==> config.mk <==
export PLATFORM = sky130hd
export DESIGN_NAME = fifo_wr_packer_flat
export DESIGN_NICKNAME = d
export VERILOG_FILES = /design/src/rtl/fifo_wr_pkg.sv /design/src/rtl/fifo_wr_packer_if.sv /design/src/rtl/fifo_wr_hold_reg.sv /design/src/rtl/fifo_wr_packer.sv /design/src/flat_wrapper.sv
export SDC_FILE = /design/constraint.sdc
export NUM_CORES = 1
export LEC_CHECK = 0
export ABC_CLOCK_PERIOD_IN_PS = 3560
export BUFFER_PORTS_ARGS = -buffer_cell sky130_fd_sc_hd__buf_4
export CAP_MARGIN = 20
export CORE_ASPECT_RATIO = 0.9
export CORE_MARGIN = 10
export CORE_UTILIZATION = 25
export CTS_CLUSTER_SIZE = 20
export DETAILED_ROUTE_END_ITERATION = 10
export GPL_TIMING_DRIVEN = 0
export HOLD_SLACK_MARGIN = 0.15
export PLACE_DENSITY_LB_ADDON = 0.1
export SLEW_MARGIN = 20
export SYNTH_ARGS = -nofsm -noshare
export SYNTH_HDL_FRONTEND = slang
export SYNTH_HIERARCHICAL = 1
export SYNTH_SLANG_ARGS = --single-unit
==> constraint.sdc <==
create_clock -name wr_clk -period 3.56 [get_ports wr_clk]
set_input_delay 0.712 -clock wr_clk [delete_from_list [all_inputs] [get_ports wr_clk]]
set_output_delay 0.712 -clock wr_clk [all_outputs]
set_load 0.005 [all_outputs]
==> src/rtl/fifo_wr_pkg.sv <==
// Shared types and sizing helpers for the async-FIFO write-side packer.
package fifo_wr_pkg;

  typedef enum logic [1:0] {
    IDLE      = 2'd0,
    ACC       = 2'd1,
    LAST_PEND = 2'd2
  } state_t;

  function automatic int out_width(input int in_width, input int ratio);
    return in_width * ratio;
  endfunction

  // The lane index keeps at least one bit so RATIO=2 still has a usable counter.
  function automatic int lane_width(input int ratio);
    return (ratio > 2) ? $clog2(ratio) : 1;
  endfunction

endpackage

==> src/rtl/fifo_wr_packer_if.sv <==
// Beat stream in, FIFO write port out, plus per-packet status and debug state.
interface fifo_wr_packer_if
  import fifo_wr_pkg::*;
#(
  parameter int IN_WIDTH  = 8,
  parameter int RATIO     = 2,
  parameter int CNT_WIDTH = 16
) ();

  localparam int OUT_WIDTH = out_width(IN_WIDTH, RATIO);

  // Handshake: a beat transfers on a wr_clk edge where in_valid && in_ready;
  // in_valid/in_data/in_last hold until that edge. A FIFO word is written on
  // every edge where fifo_wr_en is high, which only happens while fifo_full is low.
  logic                 clr;
  logic                 in_valid;
  logic [IN_WIDTH-1:0]  in_data;
  logic                 in_last;
  logic                 in_ready;
  logic                 fifo_full;
  logic                 fifo_wr_en;
  logic [OUT_WIDTH-1:0] fifo_din;
  logic                 pkt_done;
  logic [CNT_WIDTH-1:0] pkt_words;
  logic                 pkt_padded;
  state_t               dbg_state;

  modport master (
    input  clr, in_valid, in_data, in_last, fifo_full,
    output in_ready, fifo_wr_en, fifo_din, pkt_done, pkt_words, pkt_padded, dbg_state
  );

  modport slave (
    output clr, in_valid, in_data, in_last, fifo_full,
    input  in_ready, fifo_wr_en, fifo_din, pkt_done, pkt_words, pkt_padded, dbg_state
  );

endinterface

==> src/rtl/fifo_wr_hold_reg.sv <==
// One-word staging register in front of the FIFO write port.
module fifo_wr_hold_reg #(
  parameter int OUT_WIDTH = 16
) (
  input  logic                 wr_clk,
  input  logic                 rst_n,
  input  logic                 i_clr,
  input  logic                 i_load,
  input  logic [OUT_WIDTH-1:0] i_load_data,
  input  logic                 i_fifo_full,
  output logic                 o_hold_valid,
  output logic                 o_drain,
  output logic                 o_fifo_wr_en,
  output logic [OUT_WIDTH-1:0] o_fifo_din
);

  logic                 r_hold_valid;
  logic [OUT_WIDTH-1:0] r_hold_data;
  logic                 w_drain;

  assign w_drain = r_hold_valid && !i_fifo_full;

  // A load in the same cycle as a drain refills the register without a gap.
  always_ff @(posedge wr_clk or negedge rst_n) begin
    if (!rst_n) begin
      r_hold_valid <= 1'b0;
      r_hold_data  <= '0;
    end else if (i_clr) begin
      r_hold_valid <= 1'b0;
      r_hold_data  <= '0;
    end else if (i_load) begin
      r_hold_valid <= 1'b1;
      r_hold_data  <= i_load_data;
    end else if (w_drain) begin
      r_hold_valid <= 1'b0;
    end
  end

  assign o_hold_valid = r_hold_valid;
  assign o_drain      = w_drain;
  assign o_fifo_wr_en = w_drain;
  assign o_fifo_din   = r_hold_data;

endmodule

==> src/rtl/fifo_wr_packer.sv <==
// Packs IN_WIDTH beats into RATIO-lane FIFO words, grouped into packets by in_last.
module fifo_wr_packer
  import fifo_wr_pkg::*;
#(
  parameter int IN_WIDTH  = 8,
  parameter int RATIO     = 2,
  parameter int CNT_WIDTH = 16
) (
  input  logic             wr_clk,
  input  logic             rst_n,
  fifo_wr_packer_if.master bus
);

  localparam int OUT_WIDTH = out_width(IN_WIDTH, RATIO);
  localparam int LANE_W    = lane_width(RATIO);
  localparam logic [LANE_W-1:0] LAST_LANE = LANE_W'(RATIO - 1);

  state_t                         r_state;
  state_t                         w_next_state;
  logic [LANE_W-1:0]              r_lane;
  logic [RATIO-1:0][IN_WIDTH-1:0] r_acc;
  logic [RATIO-1:0][IN_WIDTH-1:0] w_word;
  logic [CNT_WIDTH-1:0]           r_word_cnt;
  logic                           r_pad_pend;
  logic                           r_pkt_done;
  logic [CNT_WIDTH-1:0]           r_pkt_words;
  logic                           r_pkt_padded;

  logic w_hold_valid;
  logic w_drain;
  logic w_in_ready;
  logic w_accept;
  logic w_completes;
  logic w_load;
  logic w_pkt_end;

  // Ready does not look at in_valid or in_last, so the source never sees it flicker.
  assign w_in_ready  = (r_state != LAST_PEND) && (!w_hold_valid || w_drain);
  assign w_accept    = bus.in_valid && w_in_ready && !bus.clr;
  assign w_completes = (r_lane == LAST_LANE) || bus.in_last;
  assign w_load      = w_accept && w_completes;
  assign w_pkt_end   = (r_state == LAST_PEND) && w_drain;

  // Completed word: stored lanes below the current one, the incoming beat, zeros above.
  always_comb begin
    w_word = '0;
    for (int i = 0; i < RATIO; i++) begin
      if (LANE_W'(i) < r_lane) begin
        w_word[i] = r_acc[i];
      end else if (LANE_W'(i) == r_lane) begin
        w_word[i] = bus.in_data;
      end
    end
  end

  always_ff @(posedge wr_clk or negedge rst_n) begin
    if (!rst_n) begin
      r_lane     <= '0;
      r_acc      <= '0;
      r_word_cnt <= '0;
      r_pad_pend <= 1'b0;
    end else if (bus.clr) begin
      r_lane     <= '0;
      r_acc      <= '0;
      r_word_cnt <= '0;
      r_pad_pend <= 1'b0;
    end else begin
      if (w_accept) begin
        if (w_completes) begin
          r_lane <= '0;
          if (r_word_cnt != '1) begin
            r_word_cnt <= r_word_cnt + CNT_WIDTH'(1);
          end
        end else begin
          r_acc[r_lane] <= bus.in_data;
          r_lane        <= r_lane + LANE_W'(1);
        end
        if (bus.in_last) begin
          r_pad_pend <= (r_lane != LAST_LANE);
        end
      end
      if (w_pkt_end) begin
        r_word_cnt <= '0;
      end
    end
  end

  always_ff @(posedge wr_clk or negedge rst_n) begin
    if (!rst_n) begin
      r_state <= IDLE;
    end else if (bus.clr) begin
      r_state <= IDLE;
    end else begin
      r_state <= w_next_state;
    end
  end

  always_comb begin
    w_next_state = r_state;
    unique case (r_state)
      IDLE:      if (w_accept) w_next_state = bus.in_last ? LAST_PEND : ACC;
      ACC:       if (w_accept && bus.in_last) w_next_state = LAST_PEND;
      LAST_PEND: if (w_drain) w_next_state = IDLE;
      default:   w_next_state = IDLE;
    endcase
  end

  // Status is captured on the edge that writes the packet's final word.
  always_ff @(posedge wr_clk or negedge rst_n) begin
    if (!rst_n) begin
      r_pkt_done   <= 1'b0;
      r_pkt_words  <= '0;
      r_pkt_padded <= 1'b0;
    end else begin
      r_pkt_done <= w_pkt_end && !bus.clr;
      if (w_pkt_end && !bus.clr) begin
        r_pkt_words  <= r_word_cnt;
        r_pkt_padded <= r_pad_pend;
      end
    end
  end

  fifo_wr_hold_reg #(
    .OUT_WIDTH (OUT_WIDTH)
  ) u_hold (
    .wr_clk       (wr_clk),
    .rst_n        (rst_n),
    .i_clr        (bus.clr),
    .i_load       (w_load),
    .i_load_data  (w_word),
    .i_fifo_full  (bus.fifo_full),
    .o_hold_valid (w_hold_valid),
    .o_drain      (w_drain),
    .o_fifo_wr_en (bus.fifo_wr_en),
    .o_fifo_din   (bus.fifo_din)
  );

  assign bus.in_ready   = w_in_ready;
  assign bus.pkt_done   = r_pkt_done;
  assign bus.pkt_words  = r_pkt_words;
  assign bus.pkt_padded = r_pkt_padded;
  assign bus.dbg_state  = r_state;

endmodule

==> src/flat_wrapper.sv <==
// flat-port wrapper written by rule: the top's interface ports become plain ports
module fifo_wr_packer_flat import fifo_wr_pkg::*;
#(
  parameter int IN_WIDTH  = 8,
  parameter int RATIO     = 2,
  parameter int CNT_WIDTH = 16
)
  (wr_clk, rst_n, bus_clr, bus_in_valid, bus_in_data, bus_in_last, bus_fifo_full, bus_in_ready, bus_fifo_wr_en, bus_fifo_din, bus_pkt_done, bus_pkt_words, bus_pkt_padded, bus_dbg_state);
  fifo_wr_packer_if #(.IN_WIDTH(IN_WIDTH), .RATIO(RATIO), .CNT_WIDTH(CNT_WIDTH)) bus_i ();
  input  logic wr_clk;
  input  logic rst_n;
  input wire logic [$bits(bus_i.clr)-1:0] bus_clr;
  input wire logic [$bits(bus_i.in_valid)-1:0] bus_in_valid;
  input wire logic [$bits(bus_i.in_data)-1:0] bus_in_data;
  input wire logic [$bits(bus_i.in_last)-1:0] bus_in_last;
  input wire logic [$bits(bus_i.fifo_full)-1:0] bus_fifo_full;
  output wire logic [$bits(bus_i.in_ready)-1:0] bus_in_ready;
  output wire logic [$bits(bus_i.fifo_wr_en)-1:0] bus_fifo_wr_en;
  output wire logic [$bits(bus_i.fifo_din)-1:0] bus_fifo_din;
  output wire logic [$bits(bus_i.pkt_done)-1:0] bus_pkt_done;
  output wire logic [$bits(bus_i.pkt_words)-1:0] bus_pkt_words;
  output wire logic [$bits(bus_i.pkt_padded)-1:0] bus_pkt_padded;
  output wire logic [$bits(bus_i.dbg_state)-1:0] bus_dbg_state;
  assign bus_i.clr = bus_clr;
  assign bus_i.in_valid = bus_in_valid;
  assign bus_i.in_data = bus_in_data;
  assign bus_i.in_last = bus_in_last;
  assign bus_i.fifo_full = bus_fifo_full;
  assign bus_in_ready = bus_i.in_ready;
  assign bus_fifo_wr_en = bus_i.fifo_wr_en;
  assign bus_fifo_din = bus_i.fifo_din;
  assign bus_pkt_done = bus_i.pkt_done;
  assign bus_pkt_words = bus_i.pkt_words;
  assign bus_pkt_padded = bus_i.pkt_padded;
  assign bus_dbg_state = bus_i.dbg_state;
  fifo_wr_packer #(.IN_WIDTH(IN_WIDTH), .RATIO(RATIO), .CNT_WIDTH(CNT_WIDTH)) u_core (.wr_clk(wr_clk), .rst_n(rst_n), .bus(bus_i));
endmodule
==> summary.md <==
| Metric | Value |
|---|---|
| Peak clock frequency supported by timing | `422 MHz` |
| Number of antenna repair diodes | `0` |
| Maximum single-stage delay on the critical path | `0.39 ns` |
| Vias per cell | `4.39` |
| Syn nets | `285` |
| Number of antenna violations at the first check in global routing | `0` |
| Number of core rows | `37` |
| Count of buffers added by post-CTS timing repair for setup | `0` |
| Sum of negative setup slack | `0 ns` |
| Global-route wire length before repair | `12,200 microns` |
| Effective utilization at floorplan | `25.8%` |
| Number of sinks on the clock net | `63` |
| GRT Overall Usage | `9.41%` |
| Die height | `123 microns` |
| Startpoint of the worst register-to-register path | `u_core/u_hold/o_hold_valid` |
| Dpl hpwl | `5400 microns` |
| Critical Path Sink Type | `flop` |
| Final hold violation count | `0` |
| CTS buffer count | `9` |
| Number of max-slew violations in the final report | `0` |
| Minimum period implied by the final worst setup slack | `2.37 ns` |
| Min Hold Slack | `0.486 ns` |
| Max_cap viols | `0` |
| H-tree levels | `3` |
| Run status | `complete, no violations` |
| Clock root buffer | `sky130_fd_sc_hd__clkbuf_16` |
| Post-route DRC | `0` |
| Highest ir drop seen on vdd | `0.000168 V` |
| Register-to-register setup slack | `1.28 ns` |
| Number of distinct library cells after synthesis | `41` |
| Share of synthesized flip-flops with an asynchronous set or reset | `100%` |
| Cell depth of the worst flop-to-flop path | `9` |
| End of the worst register-to-register path | `u_core/u_hold/o_fifo_din[8]` |
| Number of buffers inserted by hold repair at cts | `0` |
| Power per Cell Area | `435 nW/um^2` |
| Met2 global-route usage | `13.2%` |
| GP Congestion | `0.760` |
| Vias | `2,152` |
| Global routing met1 resource utilization | `12.5%` |
| Final cycle utilization of the critical path | `66.6%` |
| Worst Setup Start Kind | `input port` |
| Sequential element share of the synthesized area | `53.0%` |
| Min-Delay Path Class | `input port to asynchronous set/reset pin` |
| Clock Pin Slew Worst Setup and Hold Paths | `0.05 ns` |
| Die Span X | `135 microns` |
| I/O pin cnt | `52` |
| Max stage delay cell, worst path | `sky130_fd_sc_hd__or3_4` |
| Count of yosys warnings during synthesis | `6` |
| Gate count of the mapped netlist | `270` |
| Port Buffers | `50` |
| Predominant post-synthesis flop cell | `sky130_fd_sc_hd__dfrtp_1` |
| Register bit total from synthesis | `63` |
| Critical path data required time | `3.76 ns` |
| Final Setup Violations | `0` |
| Worst Tran Pin Value | `0.818 ns` |
| Layout-stage area growth over the synthesis result | `27.5%` |
| Share of post-route cells with drive strength above 1 | `30.8%` |
| Pin count of the biggest net entering global routing | `64` |
| Worst Setup Path Type | `input port to flop` |
| Routed len/inst | `15.3 microns` |
| Total iterations of the first detailed-routing run | `4` |
| Setup repair after global routing missed its margin | `false` |
| Maximum buffer depth of the clock tree | `2` |
| Leakage component of the power | `0.00174 uW` |
| Count of cells resized by post-cts repair | `0` |
| Number of antenna-violating nets in the routed design | `0` |
| Remaining global-route overflow | `0` |
| Clock tree from TritonCTS | `done` |
| Wire length after detailed routing | `7490 microns` |
| Overall die area | `16,700 sq um` |
| Detailed router's first-iteration violation count | `162` |
| Arrival time reported for the critical path endpoint | `2.57 ns` |
| Most Used Layer, Global Route | `met2` |
| Number of enable flip-flop cells after synthesis | `0` |
| Syn Std Cell Area | `2980 sq um` |
| Via count of the first global-routing pass | `2,223` |
| Post-route clock skew | `0.00518 ns` |
| Max_slew headroom | `45.5%` |
| Core area | `11,500 sq um` |
| Mean post-synth cell area | `11.0 sq um` |
| Critical path cell sequence | `buf_4, nor2b_1, nor2b_1, or3_4, buf_6, nor2_1, buf_6, buf_12, mux2i_1, nor2_1` |
| Clock latency reported for the late side of the worst-skew pair | `0.32 ns` |
| Biggest fanout along the worst timing path | `10` |
| Final net count | `346` |
| Met3 global-route usage | `4.22%` |
[cell usage after synthesis (2+ instances only)]
cell,count,area share (%)
sky130_fd_sc_hd__mux2i_1,18,6.1
sky130_fd_sc_hd__mux2_2,25,9.5
sky130_fd_sc_hd__nor4_1,4,0.84
sky130_fd_sc_hd__buf_2,5,0.84
sky130_fd_sc_hd__nand2b_1,4,0.84
sky130_fd_sc_hd__and2_1,9,1.9
sky130_fd_sc_hd__nand4_1,3,0.63
sky130_fd_sc_hd__dfrtp_1,63,53
sky130_fd_sc_hd__a211oi_1,2,0.50
sky130_fd_sc_hd__xor2_1,5,1.5
sky130_fd_sc_hd__nor2_1,43,5.4
sky130_fd_sc_hd__nor2b_1,11,2.3
sky130_fd_sc_hd__and3_1,4,0.84
sky130_fd_sc_hd__xnor2_1,6,1.8
sky130_fd_sc_hd__buf_6,2,0.76
sky130_fd_sc_hd__a21oi_1,5,0.84
sky130_fd_sc_hd__nand2_1,11,1.4
sky130_fd_sc_hd__nand3_1,11,1.9
sky130_fd_sc_hd__nor3_1,11,1.9
sky130_fd_sc_hd__clkbuf_1,7,0.88
[registers in the layout (all words and copies together) (netlist names)]
register and flops:
u_core/r_pad_pend 1, u_core/bus.pkt_words 16, u_core/r_word_cnt 16, u_core/bus.pkt_done 1, u_core/r_lane 1, u_core/u_hold/o_hold_valid 1
u_core/r_acc 8, u_core/bus.pkt_padded 1, u_core/u_hold/o_fifo_din 16, u_core/bus.dbg_state 2
[cells by family (layout without fill, tap and decap cells)]
group,after synthesis,in the layout,synth area share (%)
compound gates,14,14,3.32
xor+xnor,11,11,3.24
fa+ha+maj,1,1,0.420
buf+inv,16,80,3.41
flops,63,63,53.0
mux,43,43,15.5
simple gates,122,122,21.1
[worst max-delay path by stage]
| stage | end | startpoint |
|---|---|---|
| finish | u_core/u_hold/o_fifo_din[8] | bus_fifo_full |
| global placement | u_core/bus.pkt_words[15] | bus_fifo_full |
| detailed placement | u_core/u_hold/o_fifo_din[8] | bus_fifo_full |
| floorplan | u_core/u_hold/o_fifo_din[0] | bus_fifo_full |
| global route | u_core/u_hold/o_fifo_din[0] | bus_fifo_full |
| CTS | u_core/u_hold/o_fifo_din[8] | bus_fifo_full |
[worst max-delay path: cells and delay by family]
family                 cells  cell delay, ns
AND/OR/NAND/NOR            5            1.04
buffers and inverters      4            0.61
multiplexers               1            0.21
[per-stage QoR]
stage	area [sq um]	utilization (%)	worst slack (ns)	cells	power (uW)
floorplan	2980	-	1.27	270	846
global placement	3550	30.8	0.878	476	913
detailed placement	3550	30.8	0.859	476	915
CTS	3790	32.9	1.20	490	1690
global route	3790	32.9	1.06	490	1730
finish	3790	32.9	1.19	490	1650
[metal layers]
layer	share of wire (%)	wire, microns
met3	8.0	597
met4	0.45	34
met5	0	0
met1	48	3580
met2	44	3280
[where the power goes]
part	total, uW	internal, uW	switching, uW
clock	751	460	290
combinational	148	67.2	80.7
sequential	750	736	13.5
total	1650	1260	385
[layout make-up]
type	count	area, sq um
Fill cell	1189	7730
Sequential cell	63	1580
Multi-Input combinational cell	191	1300
Timing Repair Buffer	50	375
Clock buffer	12	236
Tap cell	156	195
Buffer	16	101
Clock inverter	2	10.0
[placed cells by master, fill, tap and decap left out, types with 6 or more instances in the layout]
| cell type | netlist | routed |
|---|---|---|
| sky130_fd_sc_hd__nor2b_1 | 11 | 11 |
| sky130_fd_sc_hd__clkbuf_1 | 7 | 10 |
| sky130_fd_sc_hd__nand3_1 | 11 | 11 |
| sky130_fd_sc_hd__mux2_2 | 25 | 25 |
| sky130_fd_sc_hd__nand2_1 | 11 | 11 |
| sky130_fd_sc_hd__nor3_1 | 11 | 11 |
| sky130_fd_sc_hd__dfrtp_1 | 63 | 63 |
| sky130_fd_sc_hd__clkbuf_16 | 0 | 9 |
| sky130_fd_sc_hd__mux2i_1 | 18 | 18 |
| sky130_fd_sc_hd__buf_4 | 1 | 51 |
| sky130_fd_sc_hd__and2_1 | 9 | 9 |
| sky130_fd_sc_hd__nor2_1 | 43 | 43 |
| sky130_fd_sc_hd__xnor2_1 | 6 | 6 |
Note: power is estimated with default switching activity, not from simulation.
